File: src/rtl/button_conditioner.sv
// Pushbutton front end: 2-FF synchroniser, debounce FSM, press/release/long ticks.
// Define AUTO_REPEAT_EN to repeat the press tick while the button is held past the long time.
module button_conditioner #(
  parameter int unsigned CLK_FREQ    = 100_000_000,
  parameter int unsigned DEBOUNCE_MS = 10,
  parameter int unsigned LONG_MS     = 1000,
  parameter int unsigned REPEAT_MS   = 200
) (
  input  logic clk_i,
  input  logic reset_ni,
  input  logic button_in_i,
  output logic button_out_o,
  output logic release_tick_o,
  output logic level_o,
  output logic long_tick_o
);

  localparam int unsigned DbCyc   = CLK_FREQ / 1000 * DEBOUNCE_MS;
  localparam int unsigned LongCyc = CLK_FREQ / 1000 * LONG_MS;
  localparam int unsigned RepCyc  = CLK_FREQ / 1000 * REPEAT_MS;
  localparam int unsigned CntW    = $clog2(DbCyc + 1);
  localparam int unsigned HoldW   = $clog2(LongCyc + 1);

  localparam logic [CntW-1:0]  DbMax   = CntW'(DbCyc);
  localparam logic [CntW-1:0]  CntOne  = CntW'(1);
  localparam logic [HoldW-1:0] LongMax = HoldW'(LongCyc);
  localparam logic [HoldW-1:0] LongPre = HoldW'(LongCyc - 1);
  localparam logic [HoldW-1:0] HoldOne = HoldW'(1);

  // Zero-length timings would make the tick rules meaningless.
  if (DbCyc == 0) begin : g_bad_db
    $error("button_conditioner: debounce time rounds to zero cycles");
  end
  if (LongCyc == 0) begin : g_bad_long
    $error("button_conditioner: long-press time rounds to zero cycles");
  end
  if (RepCyc == 0) begin : g_bad_rep
    $error("button_conditioner: repeat period rounds to zero cycles");
  end

  typedef enum logic [1:0] {
    StIdle,
    StPressWait,
    StPressed,
    StReleaseWait
  } state_e;

  state_e           state_q;
  logic [1:0]       sync_q;
  logic [CntW-1:0]  cnt_q;
  logic [HoldW-1:0] hold_q;
  logic             button_out_q;
  logic             release_q;
  logic             level_q;
  logic             long_q;
  logic             s;

`ifdef AUTO_REPEAT_EN
  localparam int unsigned RepW = $clog2(RepCyc + 1);
  localparam logic [RepW-1:0] RepPre = RepW'(RepCyc - 1);
  localparam logic [RepW-1:0] RepOne = RepW'(1);
  logic [RepW-1:0] rep_q;
`endif

  assign s = sync_q[1];

  always_ff @(posedge clk_i) begin
    if (!reset_ni) begin
      sync_q       <= '0;
      state_q      <= StIdle;
      cnt_q        <= '0;
      hold_q       <= '0;
      button_out_q <= 1'b0;
      release_q    <= 1'b0;
      level_q      <= 1'b0;
      long_q       <= 1'b0;
`ifdef AUTO_REPEAT_EN
      rep_q        <= '0;
`endif
    end else begin
      sync_q       <= {sync_q[0], button_in_i};
      button_out_q <= 1'b0;
      release_q    <= 1'b0;
      long_q       <= 1'b0;
      unique case (state_q)
        StIdle: begin
          if (s) begin
            state_q <= StPressWait;
            cnt_q   <= CntOne;
          end
        end
        StPressWait: begin
          if (!s) begin
            state_q <= StIdle;
          end else if (cnt_q == DbMax) begin
            state_q      <= StPressed;
            hold_q       <= '0;
            button_out_q <= 1'b1;
            level_q      <= 1'b1;
          end else begin
            cnt_q <= cnt_q + CntOne;
          end
        end
        StPressed: begin
          // hold saturates; once saturated the repeat counter takes over
          if (hold_q != LongMax) begin
            hold_q <= hold_q + HoldOne;
            if (hold_q == LongPre) long_q <= 1'b1;
          end
`ifdef AUTO_REPEAT_EN
          else if (rep_q == RepPre) begin
            rep_q        <= '0;
            button_out_q <= 1'b1;
          end else begin
            rep_q <= rep_q + RepOne;
          end
`endif
          if (!s) begin
            state_q <= StReleaseWait;
            cnt_q   <= CntOne;
          end
        end
        StReleaseWait: begin
          // hold and repeat are kept, so contact bounce cannot re-fire ticks
          if (s) begin
            state_q <= StPressed;
          end else if (cnt_q == DbMax) begin
            state_q   <= StIdle;
            level_q   <= 1'b0;
            release_q <= 1'b1;
`ifdef AUTO_REPEAT_EN
            rep_q     <= '0;
`endif
          end else begin
            cnt_q <= cnt_q + CntOne;
          end
        end
        default: state_q <= StIdle;
      endcase
    end
  end

  assign button_out_o   = button_out_q;
  assign release_tick_o = release_q;
  assign level_o        = level_q;
  assign long_tick_o    = long_q;

  a_press_single: assert property (@(posedge clk_i) disable iff (!reset_ni)
    button_out_q |=> !button_out_q);
  a_release_single: assert property (@(posedge clk_i) disable iff (!reset_ni)
    release_q |=> !release_q);
  a_long_single: assert property (@(posedge clk_i) disable iff (!reset_ni)
    long_q |=> !long_q);
`ifndef AUTO_REPEAT_EN
  a_long_press_excl: assert property (@(posedge clk_i) disable iff (!reset_ni)
    !(long_q && button_out_q));
`endif

endmodule
File: config.mk
export PLATFORM = sky130hd
export DESIGN_NAME = button_conditioner
export DESIGN_NICKNAME = d
export VERILOG_FILES = /design/src/rtl/button_conditioner.sv
export SDC_FILE = /design/constraint.sdc
export NUM_CORES = 1
export LEC_CHECK = 0
export BUFFER_PORTS_ARGS = -buffer_cell sky130_fd_sc_hd__buf_2
export CAP_MARGIN = 40
export CORE_MARGIN = 1.5
export CORE_UTILIZATION = 56
export DETAILED_ROUTE_END_ITERATION = 16
export PLACE_DENSITY_LB_ADDON = 0.12
export SYNTH_ARGS = -nofsm -noshare
export SYNTH_HDL_FRONTEND = slang
export SYNTH_SLANG_ARGS = --single-unit
File: constraint.sdc
create_clock -name clk_i -period 2.5 [get_ports clk_i]
set_input_delay 0 -clock clk_i [delete_from_list [all_inputs] [get_ports clk_i]]
set_output_delay 0 -clock clk_i [all_outputs]
set_load 0.01 [all_outputs]
==> impl_metrics.csv, run 1 <==
group,metric,value,unit
critical_path,cp-end-kind,"flip-flop",
pwr,p_int,1.20,mW
timing,fin_tns_setup,0,ns
final_layout,antenna-diode-count,0,
global_route,grt_remaining_overflow,0,
floorplanning,dieArea,5430,sq um
final_layout,final_util,0.641,
critical_path,critical_path_buf_inv_count,1,
critical_path,crit_slowest_cell,"o311a_1",
timing,period_needed,2.29,ns
timing,skew,0.00833,ns
timing,setup_viol_count_final,0,
hold_path,hold_path.class,"in2reg",
place,place_congestion,0.867,
hold_path,holdPathEnd,"cnt_q[6]",
timing,period_share,0.916,
place,place.detailed.hpwl,4010,um
clock_network,cts_tree,"built",
status,status,"completed",
drt,wl,5740,um
global_route,grt_max_degree,24,
global_route,grt_pass1_vias,2194,
final_layout,syn_to_final_growth,8.85,%
synth,ys_seq_area_frac,0.393,
timing,max_freq,437,MHz
critical_path,regToRegSetupSlack,0.21,ns
floorplanning,core,4750,sq um
clock_network,cts_buffers,5,
pwr,clkPwrFrac,0.398,
floorplanning,fp.dieH,73.7,um
global_route,grtUsageTotal,0.234,
synth,yosys_warnings,0,
synth,ys_seq_elements,55,
synth,synthCells,330,
floorplanning,rows,25,
timing,rsz0062_at_grt,"no",
drt,antenna_left,0,
synth,synth.distinct_cells,48,
final_layout,nets,346,
critical_path,r2r_cells,7,
pwr,p_seq_frac,0.577,
synth,synth_ff_type,"dfxtp_1",
final_layout,layoutNonFillerInstCount,407,
critical_path,crit_arrival,2.51,ns
critical_path,start_kind,"flip-flop",
timing,maxSlewHeadroom,0.600,
drt,vias,2338,
clock_network,clk-insertion-delay-late,0.32,ns
pwr,p_per_area,502,nW/um^2
critical_path,r2r-end,"hold_q[10]",
floorplanning,start_util,0.589,
critical_path,timing.rr.start,"hold_q[20]",
synth,synth_area_leader_cell,"dfxtp_1",
drt,wl_per_cell,14.1,um
drt,detail_route.iter0.violations,195,
synth,syn_avg_cell_area,8.49,sq um
critical_path,path_class,"reg2reg",
synth,syn_area,2800,sq um
floorplanning,io_pins,7,
synth,synth_most_common_cell,"dfxtp_1",
timing,finalHoldViolCount,0,
final_layout,nFillCells,447,
synth,synth_edf_count,0,
drt,firstDrtPassIters,4,
critical_path,required,2.72,ns
global_route,antenna_found_initial,0,
timing,maxSlewViolCount,0,
critical_path,path_depth,7,
critical_path,crit_fanout,19,
clock_network,clk_pin_slew_worst_paths,0.11,ns
final_layout,drive_above_1_share,0.0971,
global_route,grt_pass1_wl,9980,um
clock_network,clock-sinks,55,
synth,synthTopCellsByArea,"dfxtp_1 (39%), xor2_1 (6.6%), nor2_1 (5.5%)",
pwr,switching_share,0.219,
synth,synth_nets,337,
pwr,power.leakage,1.02,nW
drt,routed_via_density,5.74,
place,port_buffers,6,
floorplanning,die_w,73.7,um
synth,async_flop_share,0,
clock_network,h-tree-depth,2,
critical_path,critical_path.cell_chain,"nor4bb_1 > nand4_1 > o311a_1 > buf_4 > o2111ai_1 > xor2_1 > nor2_1",
clock_network,cts.path.max_buffers,2,
hold_path,holdPathStages,2,
synth,synth_top_area_frac,0.393,
drt,drc,0,
flow_run,cap_violations,0,
hold_path,worstHoldStart,"reset_ni",
place,place_inst,398,
critical_path,cpPeakStageDelay,0.47,ns
pwr,p_comb_frac,0.025,
pwr,switchingPower,0.335,mW
synth,synth_common_cells,"dfxtp_1 (55), nor2_1 (41), o21ai_0 (22)",
pwr,ir_worst_vdd,454,uV
critical_path,critical_path.top_delay_family,"compound AO/OA/AOI/OAI gates",
timing,tightest_slew,0.594,ns
clock_network,cts-root-buf,"clkbuf_8",
[power by group through the flow]
| stage | Clock [mW] | Sequential, mW | Combinational, mW |
|---|---|---|---|
| after floorplan | 0 | 0.901 | 0.0263 |
| after global placement | 0 | 0.902 | 0.0372 |
| after detailed placement | 0 | 0.902 | 0.0373 |
| final | 0.608 | 0.882 | 0.0389 |
| after global routing | 0.660 | 0.883 | 0.0438 |
| after CTS | 0.620 | 0.882 | 0.0387 |
[cell usage in the layout (no fill, tap or decap), types with 2 or more instances in the layout]
cell / instances
a21boi_0: 4
a21oi_1: 13
a2bb2oi_1: 2
and2_1: 8
and3_1: 4
and4_1: 6
and4b_1: 2
buf_2: 6
buf_4: 11
clkbuf_8: 5
dfxtp_1: 55
ha_1: 4
inv_1: 11
nand2_1: 19
nand2b_1: 2
nand3_1: 14
nand4_1: 8
nor2_1: 41
nor2b_1: 8
nor3_1: 8
nor4_1: 6
nor4b_1: 3
nor4b_2: 2
nor4bb_1: 3
o2111ai_1: 6
o211ai_1: 5
o21ai_0: 22
o31ai_1: 2
or3_1: 7
or4_1: 4
xnor2_1: 8
xor2_1: 21
[layer usage]
metal  global-route usage  share of wire  routed length (um)  vias to the layer above
li1                     -              -                   -                     1198
met1                0.298           0.46                2660                     1090
met3               0.0425          0.032                 185                       10
met2                0.392           0.49                2780                       40
met5                    0              0                   0                        -
met4               0.0885          0.018                 105                        0
[cell families after synthesis]
group,share of synthesized area
AND/OR/NAND/NOR,0.314
buffers and inverters,0.0420
XOR/XNOR,0.0907
adder cells (fa/ha/maj),0.0179
flip-flops,0.393
multiplexers,0.00357
AO/OA/AOI/OAI,0.139
[final cells by class]
cell class              instances  area (sq um)  area share
clock buffers                   5          68.8      0.0226
clock inverters                 3          46.3      0.0152
inverters                      11          41.3      0.0135
multi-input cells             248          1580       0.520
flip-flops and latches         55          1100       0.361
well taps                      67          83.8      0.0275
repair buffers                 18           123      0.0402
[sequential cells by signal (all words and copies together), names as in the netlist, named ones only]
signal	cells
hold_q	27
level_o	1
button_out_o	1
sync_q	2
release_tick_o	1
long_tick_o	1
cnt_q	20
state_q	1
[what timing repair did]
action | in CTS | in global routing
hold endpoints to repair | 1 | 0
setup buffers | 0 | 0
hold buffers | 1 | 0
endpoints found under the setup margin | 0 | 1
resized for setup | 0 | 1
[per-stage QoR]
stage               hold slack (ns)  setup slack (ns)  power [mW]  cell area, sq um
floorplan                     0.127             0.503       0.927              2800
global placement              0.208             0.279       0.940              2920
detailed placement            0.210             0.215       0.940              2920
CTS                          0.0789             0.191        1.54              3050
global route                 0.0996            0.0216        1.59              3050
finish                       0.0847             0.210        1.53              3050
[how the worst max path moves through the flow]
stage / slack [ns] / from / to
6_report: 0.21 / hold_q[20] / hold_q[10]
5_1_grt: 0.02 / hold_q[20] / hold_q[10]
4_1_cts: 0.19 / cnt_q[1] / hold_q[7]
3_5_place_dp: 0.22 / cnt_q[0] / hold_q[16]
3_3_place_gp: 0.28 / cnt_q[0] / hold_q[12]
2_1_floorplan: 0.50 / cnt_q[0] / hold_q[13]
Power figures use the tool's default switching activity.
==> inputs of run 2 (changes only) <==
PLACE_DENSITY = 0.73   (was unset)
PLACE_DENSITY_LB_ADDON = unset   (was 0.12)
clock period = 2.8 ns   (was 2.5 ns; I/O delays follow)
==> run 2 against run 1 <==
  * Routed wire length is 1.1% lower
  * Sequential share of layout area is 0.65 points higher
  * Sequential power down 11%
  * First-iteration DRC count decreased by 44%
  * Design area is 1.8% lower
  * Final cell count decreased by 0.98%
  * Worst setup slack improved by 0.16 ns
  * Fmax down 5.7%
  * Total power decreased by 16%
  * Hold slack better by 0.0011 ns
==> impl_metrics.csv, run 2 (synthesis results as in run 1) <==
group,metric,value,unit
pwr,p_int,0.976,mW
timing,setup_viol_count_final,0,
pwr,switchingPower,0.306,mW
final_layout,layout_common_cells,"dfxtp_1 (55), nor2_1 (41), o21ai_0 (22), xor2_1 (21), nand2_1 (19)",
critical_path,r2r-end,"hold_q[23]",
timing,period_needed,2.43,ns
timing,rsz0062_at_grt,"no",
critical_path,required,3.01,ns
clock_network,clk-insertion-delay-late,0.32,ns
global_route,grt_max_degree,24,
floorplanning,start_util,0.589,
place,place_congestion,0.884,
critical_path,regToRegSetupSlack,0.37,ns
flow_run,cap_violations,0,
global_route,grt_pass1_wl,9850,um
timing,finalHoldViolCount,0,
final_layout,top_register,"hold_q",
clock_network,cts_buffers,5,
critical_path,cp-end-kind,"flip-flop",
final_layout,antenna-diode-count,0,
critical_path,crit_fanout,23,
place,place_inst,394,
pwr,switching_share,0.239,
final_layout,layoutNonFillerInstCount,403,
place,port_buffers,6,
critical_path,endpoint,"hold_q[23]",
pwr,p_comb_frac,0.027,
drt,detail_route.iter0.violations,110,
timing,tightest_slew,0.767,ns
clock_network,clk_pin_slew_worst_paths,0.11,ns
pwr,ir_worst_vdd,281,uV
global_route,grtUsageTotal,0.232,
floorplanning,core,4750,sq um
critical_path,timing.rr.start,"hold_q[20]",
drt,wl,5680,um
timing,maxSlewViolCount,0,
pwr,p_per_area,428,nW/um^2
timing,maxSlewHeadroom,0.489,
final_layout,drive_above_1_share,0.0833,
timing,skew,0.0141,ns
floorplanning,dieArea,5430,sq um
clock_network,clock-sinks,55,
final_layout,syn_to_final_growth,6.93,%
floorplanning,die_w,73.7,um
critical_path,crit_slowest_cell,"o311a_1",
global_route,antenna_found_initial,0,
timing,fin_tns_setup,0,ns
clock_network,cts.path.max_buffers,2,
timing,hold_slack,0.0857,ns
clock_network,cts_tree,"built",
final_layout,reg_top3,"hold_q x27, cnt_q x20, sync_q x2",
floorplanning,io_pins,7,
final_layout,largest_reg_flops,27,
critical_path,start_kind,"flip-flop",
drt,wl_per_cell,14.1,um
critical_path,crit_arrival,2.64,ns
timing,max_freq,412,MHz
critical_path,critical_path.cell_chain,"nor4bb_1 > nand4_1 > o311a_1 > o21ai_2 > or3_1 > a21oi_1",
clock_network,h-tree-depth,2,
floorplanning,fp.dieH,73.7,um
final_layout,layout_commonest_cell,"dfxtp_1",
drt,vias,2314,
critical_path,r2r_cells,6,
critical_path,path_class,"reg2reg",
pwr,power.leakage,0.985,nW
place,place.detailed.hpwl,4050,um
critical_path,startpoint,"hold_q[20]",
drt,drc,0,
status,status,"completed",
floorplanning,rows,25,
pwr,clkPwrFrac,0.359,
final_layout,nets,342,
clock_network,post_cts_buffers,0,
global_route,grt_pass1_vias,2235,
global_route,grt_remaining_overflow,0,
drt,firstDrtPassIters,4,
drt,routed_via_density,5.74,
critical_path,cpPeakStageDelay,0.66,ns
pwr,p_seq_frac,0.614,
drt,antenna_left,0,
timing,period_share,0.867,
hold_path,hold_path.class,"in2reg",
clock_network,cts-root-buf,"clkbuf_8",
-- run 2: changes by cell type in the layout (fill, tap and decap cells not counted) --
cell       previous run  this run
buf_4                11         7
clkinv_4              0         2
bufinv_16             1         0
inv_6                 1         0
nand2b_1              2         3
nand2b_2              1         0
-- run 2: cell type report --
type | count | area, sq um
clock buffer | 5 | 68.8
multi-input combinational | 248 | 1580
inverter | 11 | 41.3
sequential | 55 | 1100
fill | 431 | 1760
timing repair buffer | 14 | 92.6
clock inverter | 3 | 25.0
tap | 67 | 83.8
-- run 2: metal layers --
layer	wire, um	up-vias	GRT usage	share of wire
met1	2610	1085	0.284	0.46
li1	-	1190	-	-
met4	105	0	0.0761	0.019
met3	174	11	0.0590	0.031
met2	2780	28	0.394	0.49
met5	0	-	0	0
-- run 2: worst min path at each step --
stage               cells past startpoint         to         from  slack [ns]
CTS                                     2  cnt_q[13]     reset_ni        0.08
floorplan                               1  sync_q[0]  button_in_i        0.13
global placement                        2  sync_q[0]  button_in_i        0.21
global route                            2  flip-flop     reset_ni        0.09
finish                                  2  cnt_q[13]     reset_ni        0.09
detailed placement                      2  sync_q[0]  button_in_i        0.21
-- run 2: worst max-delay path: cells and delay by family, from the launching register on --
kind               cells  cell delay [ns]
and+or+nand+nor        3             0.74
AOI/OAI and AO/OA      3             1.19
DFF                    1             0.40
-- run 2: stage by stage --
step           utilization  cell area (sq um)  total power, mW  setup WS [ns]
2_1_floorplan            -               2800            0.828          0.803
6_report             0.630               2990             1.28          0.372
5_1_grt              0.630               2990             1.33          0.101
4_1_cts              0.630               2990             1.30          0.418
3_5_place_dp         0.608               2890            0.840          0.427
3_3_place_gp         0.608               2890            0.840          0.486
-- run 2: repair_timing --
item                                   in CTS  in global routing
hold buffers                                1                  0
resized for setup                           0                  0
endpoints found under the hold margin       1                  0
-- run 2: power groups by stage --
stage               registers, mW  logic [mW]  clock network [mW]
floorplan                   0.804      0.0235                   0
global placement            0.806      0.0338                   0
detailed placement          0.806      0.0337                   0
CTS                         0.788      0.0349               0.473
global route                0.789      0.0383               0.504
finish                      0.788      0.0347               0.460
